[src/rtl/clock_set_ctrl.sv]
// clock_set_ctrl
//   Mode and sequencing controller for the seconds/minutes/hours counter chain.
//   It divides clk down to a 1 Hz tick and passes that tick to the seconds
//   counter while in RUN. It also provides a two-step time-set mode (hours,
//   then minutes) driven by two debounced buttons. Set mode has auto-repeat,
//   an idle timeout and a blink enable for the field being edited.
//
// Ports
//   clk       in   system clock, rising edge
//   reset     in   asynchronous, active-low reset
//   btn_mode  in   debounced mode button level (active high)
//   btn_inc   in   debounced increment button level (active high)
//   sec_tick  out  1-cycle, 1 Hz advance pulse for the seconds counter (RUN only)
//   sec_clr   out  1-cycle clear for the seconds counter on entry to set mode
//   min_inc   out  1-cycle minute increment (SET_MIN)
//   hour_inc  out  1-cycle hour increment (SET_HOUR)
//   mode      out  0 = RUN, 1 = SET_HOUR, 2 = SET_MIN
//   blink     out  display enable for the field being edited
//
// State table
//   state       | meaning
//   ST_RUN      | time running, sec_tick follows the 1 Hz tick
//   ST_SET_HOUR | time frozen, inc button advances hours
//   ST_SET_MIN  | time frozen, inc button advances minutes

module clock_set_ctrl #(
    parameter int TICK_DIV      = 50000000,
    parameter int HOLD_CYCLES   = 25000000,
    parameter int REPEAT_CYCLES = 10000000,
    parameter int TIMEOUT_SEC   = 10
) (
    input  logic       clk,
    input  logic       reset,
    input  logic       btn_mode,
    input  logic       btn_inc,
    output logic       sec_tick,
    output logic       sec_clr,
    output logic       min_inc,
    output logic       hour_inc,
    output logic [1:0] mode,
    output logic       blink
);

    localparam int PW = $clog2(TICK_DIV);
    localparam int HW = $clog2(HOLD_CYCLES + 1);
    localparam int RW = $clog2(REPEAT_CYCLES + 1);
    localparam int IW = $clog2(TIMEOUT_SEC + 1);

    typedef enum logic [1:0] {
        ST_RUN      = 2'd0,
        ST_SET_HOUR = 2'd1,
        ST_SET_MIN  = 2'd2
    } state_t;

    state_t          state, state_nxt;
    logic [PW-1:0]   presc, presc_nxt;
    logic [HW-1:0]   hold_cnt, hold_nxt;
    logic [RW-1:0]   rep_cnt, rep_nxt;
    logic [IW-1:0]   idle_cnt, idle_nxt;
    logic            mode_prev, inc_prev;

    logic            mode_edge, inc_edge, tick_1hz, in_set, hold_done;
    logic            rep_fire, inc_pulse, idle_clr, timeout, changing;
    logic            sec_tick_nxt, sec_clr_nxt, min_inc_nxt, hour_inc_nxt, blink_nxt;

    assign mode = state;

    always_comb begin
        mode_edge = btn_mode & ~mode_prev;
        inc_edge  = btn_inc & ~inc_prev;
        tick_1hz  = (presc == PW'(TICK_DIV - 1));
        in_set    = (state != ST_RUN);
        hold_done = (hold_cnt == HW'(HOLD_CYCLES));

        // The first repeat comes when the held count reaches HOLD_CYCLES.
        // After that, hold_cnt stays saturated and rep_cnt paces the later
        // repeats, so neither counter wraps.
        rep_fire  = in_set & btn_inc &
                    (hold_done ? (rep_cnt == '0) : (hold_cnt == HW'(HOLD_CYCLES - 1)));
        inc_pulse = in_set & ~mode_edge & (inc_edge | rep_fire);
        idle_clr  = mode_edge | inc_edge | rep_fire;
        timeout   = in_set & tick_1hz & ~idle_clr & (idle_cnt == IW'(TIMEOUT_SEC - 1));

        state_nxt = state;
        case (state)
            ST_RUN:      if (mode_edge) state_nxt = ST_SET_HOUR;
            ST_SET_HOUR: if (mode_edge) state_nxt = ST_SET_MIN;
                         else if (timeout) state_nxt = ST_RUN;
            ST_SET_MIN:  if (mode_edge || timeout) state_nxt = ST_RUN;
            default:     state_nxt = ST_RUN;
        endcase
        changing = (state_nxt != state);

        presc_nxt = (changing || tick_1hz) ? '0 : presc + PW'(1);

        hold_nxt = hold_cnt;
        rep_nxt  = rep_cnt;
        if (!in_set || !btn_inc || changing) begin
            hold_nxt = '0;
            rep_nxt  = '0;
        end else if (!hold_done) begin
            hold_nxt = hold_cnt + HW'(1);
            if (rep_fire) rep_nxt = RW'(REPEAT_CYCLES - 1);
        end else if (rep_cnt == '0) begin
            rep_nxt = RW'(REPEAT_CYCLES - 1);
        end else begin
            rep_nxt = rep_cnt - RW'(1);
        end

        idle_nxt = idle_cnt;
        if (changing || idle_clr || !in_set) idle_nxt = '0;
        else if (tick_1hz)                   idle_nxt = idle_cnt + IW'(1);

        // A tick that lands on a state change is dropped, so sec_tick
        // never shows up outside RUN.
        sec_tick_nxt = (state == ST_RUN) & (state_nxt == ST_RUN) & tick_1hz;
        sec_clr_nxt  = (state == ST_RUN) & mode_edge;
        hour_inc_nxt = (state == ST_SET_HOUR) & inc_pulse;
        min_inc_nxt  = (state == ST_SET_MIN) & inc_pulse;
        blink_nxt    = (state_nxt == ST_RUN) | (presc_nxt < PW'(TICK_DIV / 2));
    end

    always_ff @(posedge clk or negedge reset) begin
        if (!reset) begin
            state     <= ST_RUN;
            presc     <= '0;
            hold_cnt  <= '0;
            rep_cnt   <= '0;
            idle_cnt  <= '0;
            // Buttons held through reset release must not look like an edge.
            mode_prev <= 1'b1;
            inc_prev  <= 1'b1;
            sec_tick  <= 1'b0;
            sec_clr   <= 1'b0;
            min_inc   <= 1'b0;
            hour_inc  <= 1'b0;
            blink     <= 1'b1;
        end else begin
            state     <= state_nxt;
            presc     <= presc_nxt;
            hold_cnt  <= hold_nxt;
            rep_cnt   <= rep_nxt;
            idle_cnt  <= idle_nxt;
            mode_prev <= btn_mode;
            inc_prev  <= btn_inc;
            sec_tick  <= sec_tick_nxt;
            sec_clr   <= sec_clr_nxt;
            min_inc   <= min_inc_nxt;
            hour_inc  <= hour_inc_nxt;
            blink     <= blink_nxt;
        end
    end

endmodule

[config.mk]
export PLATFORM = sky130hd
export DESIGN_NAME = clock_set_ctrl
export DESIGN_NICKNAME = d
export VERILOG_FILES = /design/src/rtl/clock_set_ctrl.sv
export SDC_FILE = /design/constraint.sdc
export NUM_CORES = 1
export LEC_CHECK = 0
export BUFFER_PORTS_ARGS = -buffer_cell sky130_fd_sc_hd__buf_4
export CORE_ASPECT_RATIO = 1.4
export CORE_MARGIN = 5
export CORE_UTILIZATION = 35
export CTS_BUF_LIST = sky130_fd_sc_hd__clkbuf_8
export CTS_CLUSTER_SIZE = 20
export DETAILED_ROUTE_END_ITERATION = 7
export PLACE_DENSITY = 0.47
export SYNTH_ARGS = -nofsm -noshare
export SYNTH_HDL_FRONTEND = slang
export SYNTH_SLANG_ARGS = --single-unit
[constraint.sdc]
create_clock -name clk -period 4.3 [get_ports clk]
set_input_delay 0.43 -clock clk [delete_from_list [all_inputs] [get_ports clk]]
set_output_delay 0.43 -clock clk [all_outputs]
set_load 0.03 [all_outputs]
==> qor.yml, run 1 <==
finish.utilization_pct: 38.5
antenna_found_initial: 0
dieArea_um2: 16700
use_met2_pct: 26.2
wl_um: 11400
hold_class: "in -> async"
finalSetupViolCount: 0
drt_iter0_drc: 142
p_int_mw: 1.32
die_y_um: 151
area_growth_syn_to_layout_pct: 7.94
num-fill-cells: 1481
hold_viol_final: 0
path_clk_slew_ns: 0.10
crit_path_cell_trace: "ha_1 -> and3_2 -> nand2_2 -> or4_4 -> nor4b_2 -> or2_1 -> buf_4 -> nor2_1"
timing_worst_setup_path_type: "reg -> reg"
powerDensity_nw_per_um2: 394
multi_input_area_um2: 2570
finalCriticalPeriod_ns: 2.98
grt_remaining_overflow: 0
max-vdd-ir-drop_mv: 0.178
run_status: "complete, no violations"
ys.warnings.count: 0
slowest_stage: "or4_4"
drc: 0
tightest_slew_ns: 0.720
cts_tree: "built"
yosysUniqueCellTypes: 60
area.sequential_um2: 2210
antenna_cells: 0
grtUsageTotal_pct: 13.9
ctsHoldBuffers: 0
arrival_ns: 3.21
grt_use_met3_pct: 2.24
grt_max_degree: 54
grt.busiest_layer: "met2"
r2r_cells: 8
final_common_cell: "nor2_1"
crit_family: "simple AND/OR/NAND/NOR gates"
syn_area_um2: 4960
fin_crit_sh_pct: 69.2
syn_inst: 544
wl_per_cell_um: 15.4
cap_violations: 0
maxSlewViolCount: 0
p_sw_share_pct: 37.5
synth_nets: 555
cts_sinks: 88
slew_headroom_pct: 52.0
drive_gt1_share_pct: 9.22
synthArstFlopShare_pct: 100
syn_avg_cell_area_um2: 9.12
p_clk_share_pct: 25.6
drt-vias-per-instance: 5.22
ys_seq_area_share_pct: 44.5
max_freq_mhz: 336
ctsHtreeMaxLevel: 3
fp.coreArea_um2: 13900
die_x_um: 111
row_count: 51
synthFlopType: "dfrtp_1"
synth_edf_count: 0
drt_first_pass_iters: 4
top_level_ports: 11
cp.required_ns: 4.54
cts_resized: 0
layoutNonFillerInstCount: 738
start_kind: "flip-flop"
start_util_pct: 35.7
tritoncts.num_buffers: 9
gp_congestion: 0.796
post_cts.repair.setup_buffers: 0
setup_ws_ns: 1.32
path_depth: 8
seqPwrFrac_pct: 46.1
root_buffer: "clkbuf_8"
tns_ns: 0
end_kind: "flip-flop"
rsz0062_at_grt: "no"
most-common-layout-cells: "nor2_1, dfrtp_1, nand2_1"
comb_power_share_pct: 28.3
ant_nets: 0
grt_pass1_wl_um: 18900
clock_latency_ns: 0.37
vias: 3855
crit_fanout: 26
post-place-ws_ns: 1.31
clk_path_buf_depth: 2
power_switching_mw: 0.793
finalClockSkew_ns: 0.0148
io_buffers: 10
first_global_vias: 3862
fin_nets: 559
cpPeakStageDelay_ns: 0.55
place_inst: 722
crit_buf_inv: 1
ys_ff_latch: 88
grtUsageMet1_pct: 15.8
hpwl_um: 8160
p_leak_nw: 2.22
## worst reg2reg max path: stages, from the launching register on
cell and delay (ns):
dfrtp_1 0.43, ha_1 0.27, and3_2 0.26, nand2_2 0.07
or4_4 0.55, nor4b_2 0.29, or2_1 0.50, buf_4 0.40
nor2_1 0.09
## cell families (layout without fill, tap and decap cells)
family | Yosys count | after routing | share of synthesized area, %
and+or+nand+nor | 291 | 291 | 31.0
DFF | 88 | 88 | 44.5
AOI/OAI and AO/OA | 64 | 64 | 8.62
xor gates and xnor gates | 55 | 55 | 9.71
buffers and inverters | 36 | 45 | 3.76
adders and majority gates | 7 | 7 | 1.76
muxes | 3 | 3 | 0.656
## through the flow
stage                     hold slack (ns)  cell area, um^2  total power [mW]
after floorplan                     0.134             4960              1.43
after global placement              0.515             5180              1.59
after global routing                0.142             5360              2.26
after detailed placement            0.518             5180              1.60
after CTS                           0.125             5360              2.16
final                               0.123             5360              2.11
## per-layer routing
metal / up-vias / routed length [um]
met5: - / 0
met4: 0 / 250
met3: 18 / 208
met2: 45 / 6130
met1: 1869 / 4800
li1: 1923 / -
## power groups by stage
stage               registers (mW)  clock network (mW)  logic [mW]
detailed placement           0.990                   0       0.607
floorplan                    0.989                   0       0.439
CTS                          0.975               0.572       0.609
finish                       0.974               0.541       0.597
global placement             0.988                   0       0.599
global route                 0.987               0.604       0.673
## sequential cells by signal, summed over array words and instances (netlist names)
name / count
sec_tick: 1
rep_cnt: 24
mode: 2
inc_prev: 1
idle_cnt: 4
mode_prev: 1
hold_cnt: 25
sec_clr: 1
min_inc: 1
presc: 26
hour_inc: 1
blink: 1
## synthesized netlist by cell type (all sizes together), types with 2 or more instances
master | instances | area [um^2]
inv | 14 | 52.6
and4 | 8 | 71.3
o311ai | 2 | 17.5
buf | 17 | 115
dfstp | 3 | 78.8
xnor2 | 19 | 166
a21oi | 22 | 110
o31ai | 5 | 37.5
mux2 | 2 | 22.5
a211o | 3 | 26.3
nand2b | 9 | 56.3
or2 | 4 | 25.0
nor3 | 26 | 130
clkbuf | 5 | 18.8
nand2 | 39 | 149
nor4 | 12 | 109
a311oi | 6 | 52.6
a31oi | 2 | 12.5
a211oi | 2 | 15.0
xor2 | 36 | 315
nor2 | 92 | 348
nor4b | 4 | 41.3
and3 | 9 | 58.8
nor2b | 12 | 75.1
nand3 | 23 | 115
nand4 | 26 | 163
o21ai | 11 | 55.1
and2 | 5 | 31.3
or3 | 9 | 56.3
dfrtp | 85 | 2130
ha | 7 | 87.6
or4 | 6 | 48.8
nand4b | 2 | 17.5
o21a | 3 | 22.5
## worst paths after layout
path / startpoint / end / slack [ns]
min reg2reg: rep_cnt[23] / rep_cnt[23] / 0.53
max in group asynchronous: reset / hold_cnt[22] / 3.23
max reg2reg: presc[0] / hold_cnt[22] / 1.32
min: reset / presc[11] / 0.12
max: presc[0] / hold_cnt[22] / 1.32
min in group clk: btn_mode / mode_prev / 0.18
## cell type report
type / instances / share of cell area, %
Multi-Input combinational cell: 420 / 48.0
Sequential cell: 88 / 41.2
Tap cell: 185 / 4.32
Clock buffer: 9 / 2.31
Timing Repair Buffer: 15 / 2.10
Clock inverter: 7 / 1.05
Inverter: 14 / 0.981
Note: power is estimated with default switching activity, not from simulation.
==> run 2: changes to the inputs <==
- clock period: 4.3 -> 2.76 ns (I/O delays scaled with it)
==> run 2 against run 1 <==
Effect of this change:
- utilization grew 3.2 points
- setup slack lost 1.2 ns
- combinational power grew 96%
- clock-buffer cell count grew 1
- critical path depth grew 1
- global-route usage grew 1.2 points
- non-clock buffer count grew 48
==> qor.yml, run 2 (synthesis gave the netlist of run 1 again) <==
cap_violations: 0  # unchanged
drc: 0  # unchanged
hpwl_um: 8790  # +7.8%
ctsHtreeMaxLevel: 3  # unchanged
crit_family: "simple AND/OR/NAND/NOR gates"
root_buffer: "clkbuf_8"
wl_per_cell_um: 15.3  # -0.75%
drt_iter0_drc: 122  # -14%
powerDensity_nw_per_um2: 609  # +54%
num-fill-cells: 1454  # -1.8%
path_clk_slew_ns: 0.09  # about the same
cts_sinks: 88  # unchanged
cpPeakStageDelay_ns: 0.45  # -0.10 ns
die_y_um: 151  # unchanged
io_buffers: 10  # unchanged
end_kind: "flip-flop"
final_common_cell: "nor2_1"
cts_tree: "built"
hold_class: "in -> reg"
rsz0062_at_grt: "yes"
setup_ws_ns: 0.0995  # -1.23 ns
largest-register: "presc"
cp.required_ns: 3.01  # -1.53 ns
r2r-end: "rep_cnt[16]"
most-common-layout-cells: "nor2_1, dfrtp_1, buf_4"
crit_buf_inv: 2  # +1
hold_path_end: "inc_prev"
start_kind: "flip-flop"
top_level_ports: 11  # unchanged
clk_path_buf_depth: 2  # unchanged
arrival_ns: 2.91  # -0.30 ns
maxSlewViolCount: 0  # unchanged
finalCriticalPeriod_ns: 2.66  # -0.315 ns
run_status: "complete, no violations"
dieArea_um2: 16700  # unchanged
ant_nets: 0  # unchanged
p_leak_nw: 2.49  # +12%
clock_latency_ns: 0.38  # about the same
area.sequential_um2: 2210  # about the same
drt-vias-per-instance: 5.15  # -1.5%
r2r_slack_ns: 0.1  # -1.23 ns
whs_path_depth: 1
wl_um: 12000  # +5.7%
start_util_pct: 35.7  # unchanged
power_mw: 3.53  # +67%
row_count: 51  # unchanged
post-place-ws_ns: 0.0369  # -1.27 ns
timing_worst_setup_path_type: "reg -> reg"
antenna_cells: 0  # unchanged
fin_nets: 607  # +8.6%
drive_gt1_share_pct: 17.1  # +7.9 points
r2r_cells: 9  # +1
grt_max_degree: 46  # -15%
vias: 4045  # +4.9%
worstHoldStart: "btn_inc"
slew_headroom_pct: 58.7  # +6.7 points
fp.coreArea_um2: 13900  # unchanged
largest_reg_flops: 26  # unchanged
first_global_vias: 4174  # +8.1%
grt_pass1_wl_um: 20300  # +7.3%
finalSetupViolCount: 0  # unchanged
gp_congestion: 0.785  # -1.3%
crit_path_start: "rep_cnt[20]"
multi_input_area_um2: 2620  # +1.8%
max-vdd-ir-drop_mv: 0.244  # +37%
finish.utilization_pct: 41.7  # +3.2 points
hold_viol_final: 0  # unchanged
grt_remaining_overflow: 0  # unchanged
max_freq_mhz: 376  # +12%
crit_top_cell: "buf_4"
antenna_found_initial: 0  # unchanged
rr_startpoint: "rep_cnt[20]"
finish.instance_area_um2: 5800  # +8.3%
finalClockSkew_ns: 0.0162  # +0.00140 ns
grtUsageTotal_pct: 15.1  # +1.2 points
drt_first_pass_iters: 4  # unchanged
fin_crit_sh_pct: 96.4  # +27 points
tritoncts.num_buffers: 9  # unchanged
post_dp_cell_area_um2: 5530  # +6.9%
die_x_um: 111  # unchanged
reg.largest.list: "presc: 26 flops, hold_cnt: 25 flops, rep_cnt: 24 flops"
tightest_slew_ns: 0.619  # -0.101 ns
area_growth_syn_to_layout_pct: 16.9
crit_fanout: 8  # -69%
slowest_stage: "dfrtp_1"
crit_path_cell_trace: "nor3_1 -> nand4_1 -> nor4_4 -> nor4b_4 -> buf_4 -> o311ai_1 -> buf_4 -> xor2_1 -> nor2_1"
[run 2: routing by layer]
metal  vias up  part of all wire [%]  global-route usage, %
li1       2024                     -                      -
met1      1957                    41                   16.6
met2        40                    54                   28.3
met3        24                   1.5                   1.96
met4         0                   3.5                   8.13
met5         -                     0                      0
[run 2: stage by stage]
step           cells  hold WS (ns)  setup TNS (ns)
5_1_grt          786       0.00488         -0.0176
3_3_place_gp     766         0.339               0
4_1_cts          784       0.00354               0
3_5_place_dp     766         0.342               0
6_report         786        0.0353               0
2_1_floorplan    544       -0.0196               0
[run 2: what timing repair did]
item / 4_1_cts / 5_1_grt
endpoints found under the setup margin: 1 / 3
gates resized for setup: 1 / 7
buffers inserted: 0 / 2
pin swaps: 0 / 2
hold buffers: 2 / 0
hold endpoints to repair: 43 / 0
[run 2: worst max path at each step]
| stage | to | slack, ns | depth (start not counted) |
|---|---|---|---|
| after floorplan | rep_cnt[21] | 0.12 | 9 |
| after global placement | rep_cnt[21] | 0.09 | 8 |
| after detailed placement | rep_cnt[21] | 0.04 | 8 |
| after CTS | rep_cnt[21] | 0.05 | 8 |
| after global routing | rep_cnt[16] | -0.02 | 9 |
| final | rep_cnt[16] | 0.1 | 9 |
[run 2: power by group]
part	internal, mW	total [mW]	switching (mW)
clock	0.365	0.884	0.518
sequential	1.38	1.48	0.101
combinational	0.484	1.17	0.682
total	2.23	3.53	1.30
[run 2: area by class of cell]
class / instances / area share [%]
multi-input cells: 420 / 45.2
flip-flops and latches: 88 / 38.0
repair buffers: 63 / 8.67
well taps: 185 / 3.99
clock buffers: 10 / 2.37
inverters: 14 / 0.906
clock inverters: 6 / 0.841
==> run 3: changes to the inputs <==
==> constraint.sdc (replaced) <==
create_clock -name clk -period 2.76 [get_ports clk]
set_input_delay 0 -clock clk [delete_from_list [all_inputs] [get_ports clk]]
set_output_delay 0 -clock clk [all_outputs]
set_load 0.03 [all_outputs]
==> run 3 against run 2 <==
Effect of this change:
- clock power shrank 4.9%
- setup slack gained 0.061 ns
- worst hold slack gained 0.15 ns
- die area is the same
- flip-flop and latch count is the same
- register-to-register slack gained 0.06 ns
- routed wire length is essentially flat
- critical path depth shrank 1
- critical path type unchanged
- critical endpoint is now blink
==> qor.yml, run 3 (synthesis gave the netlist of run 1 again) <==
cpPeakStageDelay_ns: 0.53  # +0.08 ns
post_dp_cell_area_um2: 5530  # about the same
drt-vias-per-instance: 5.20  # +0.96%
crit_path_cell_trace: "buf_4 -> nand3_1 -> nor4_4 -> nand4_1 -> xor2_1 -> or4_1 -> a2111oi_2 -> o32ai_1"
finalSetupViolCount: 0  # unchanged
cts_tree: "built"
tightest_slew_ns: 0.672  # +0.0529 ns
tns_ns: 0  # unchanged
drive_gt1_share_pct: 17.1  # unchanged
wl_um: 12000  # about the same
cp.required_ns: 3.06  # +0.05 ns
run_status: "complete, no violations"
io_buffers: 10  # unchanged
hold-worst-slack_ns: 0.188  # +0.153 ns
grt_max_degree: 51  # +11%
ctsHtreeMaxLevel: 3  # unchanged
root_buffer: "clkbuf_8"
end_kind: "flip-flop"
first_global_vias: 4165  # -0.22%
finalCriticalPeriod_ns: 2.60  # -0.0611 ns
drc: 0  # unchanged
gp_congestion: 0.790  # +0.55%
area_growth_syn_to_layout_pct: 16.8
cts_sinks: 88  # unchanged
largest-register: "presc"
vias: 4084  # +0.96%
drt_iter0_drc: 182  # +49%
max-vdd-ir-drop_mv: 0.280  # +15%
grt_pass1_wl_um: 20500  # +1.4%
wl_per_cell_um: 15.3  # about the same
fp.coreArea_um2: 13900  # unchanged
die_y_um: 151  # unchanged
die_x_um: 111  # unchanged
path_clk_slew_ns: 0.10  # about the same
most-common-layout-cells: "nor2_1, dfrtp_1, buf_4"
slowest_stage: "or4_1"
dieArea_um2: 16700  # unchanged
hold_viol_final: 0  # unchanged
final_common_cell: "nor2_1"
arrival_ns: 2.90  # about the same
fin_crit_sh_pct: 94.2  # -2.2 points
start_kind: "flip-flop"
drt_first_pass_iters: 4  # unchanged
crit_family: "simple AND/OR/NAND/NOR gates"
reg.largest.list: "presc: 26 flops, hold_cnt: 25 flops, rep_cnt: 24 flops"
grtUsageTotal_pct: 15.3  # +0.18 points
finish.instance_area_um2: 5800  # -0.11%
num-fill-cells: 1473  # +1.3%
antenna_found_initial: 0  # unchanged
antenna_cells: 0  # unchanged
clk_path_buf_depth: 2  # unchanged
crit_buf_inv: 1  # -1
hold_class: "in -> async"
slew_headroom_pct: 55.2  # -3.5 points
hpwl_um: 8850  # +0.72%
powerDensity_nw_per_um2: 600  # -1.4%
row_count: 51  # unchanged
start_util_pct: 35.7  # unchanged
largest_reg_flops: 26  # unchanged
ant_nets: 0  # unchanged
tritoncts.num_buffers: 9  # unchanged
max_freq_mhz: 385  # +2.4%
fin_nets: 607  # unchanged
cap_violations: 0  # unchanged
top_level_ports: 11  # unchanged
p_leak_nw: 2.49  # -0.22%
crit_fanout: 4  # -4
finalClockSkew_ns: 0.0107  # -0.00542 ns
timing_worst_setup_path_type: "reg -> reg"
rsz0062_at_grt: "no"
maxSlewViolCount: 0  # unchanged
clock_latency_ns: 0.37  # about the same
grt_remaining_overflow: 0  # unchanged
run 3: changes by cell type in the layout (fill, tap and decap cells not counted), sizes merged:
cell / before / now
buf: 61 / 60
inv: 18 / 16
clkinv: 2 / 5
clkbuf: 10 / 9
dlygate4sd3: 2 / 3
run 3: final timing paths:
kind	slack (ns)	to	depth (start not counted)	startpoint
setup reg to reg	0.16	blink	8	presc[10]
hold / removal	0.19	presc[0]	2	reset
setup / recovery	0.16	blink	8	presc[10]
max in group asynchronous	1.73	inc_prev	3	reset
hold reg to reg	0.53	rep_cnt[5]	1	rep_cnt[5]
min in group clk	0.30	mode_prev	2	btn_mode
run 3: cell type report:
class | count | area (um^2) | share of cell area [%]
inverter | 14 | 52.6 | 0.907
multi-input combinational | 420 | 2630 | 45.3
tap | 185 | 231 | 3.99
clock buffer | 9 | 124 | 2.14
clock inverter | 7 | 56.3 | 0.972
timing repair buffer | 63 | 497 | 8.57
sequential | 88 | 2210 | 38.1
run 3: layer usage:
metal	part of all wire [%]	up-vias	track usage (%)
met5	0	-	0
met4	2.2	0	6.72
met3	1.8	17	2.04
met2	55	40	29.3
met1	41	2003	16.8
li1	-	2024	-
run 3: repair_timing:
action,in CTS,in global routing
endpoints found under the hold margin,48,0
hold buffers,3,0
setup endpoints to repair,0,41
resized for setup,0,10
setup buffers,0,0
run 3: power breakdown:
group | total [mW] | internal [mW] | switching, mW
clock | 0.841 | 0.338 | 0.503
sequential | 1.48 | 1.38 | 0.100
combinational | 1.16 | 0.482 | 0.674
run 3: per-stage QoR:
stage	cells	utilization [%]	setup slack (ns)	power [mW]
after floorplan	544	-	0.118	2.23
after global routing	786	41.7	0.0134	3.75
final	786	41.7	0.161	3.48
after detailed placement	767	39.7	0.0696	2.66
after global placement	767	39.7	0.0978	2.65
after CTS	786	41.2	0.0381	3.54
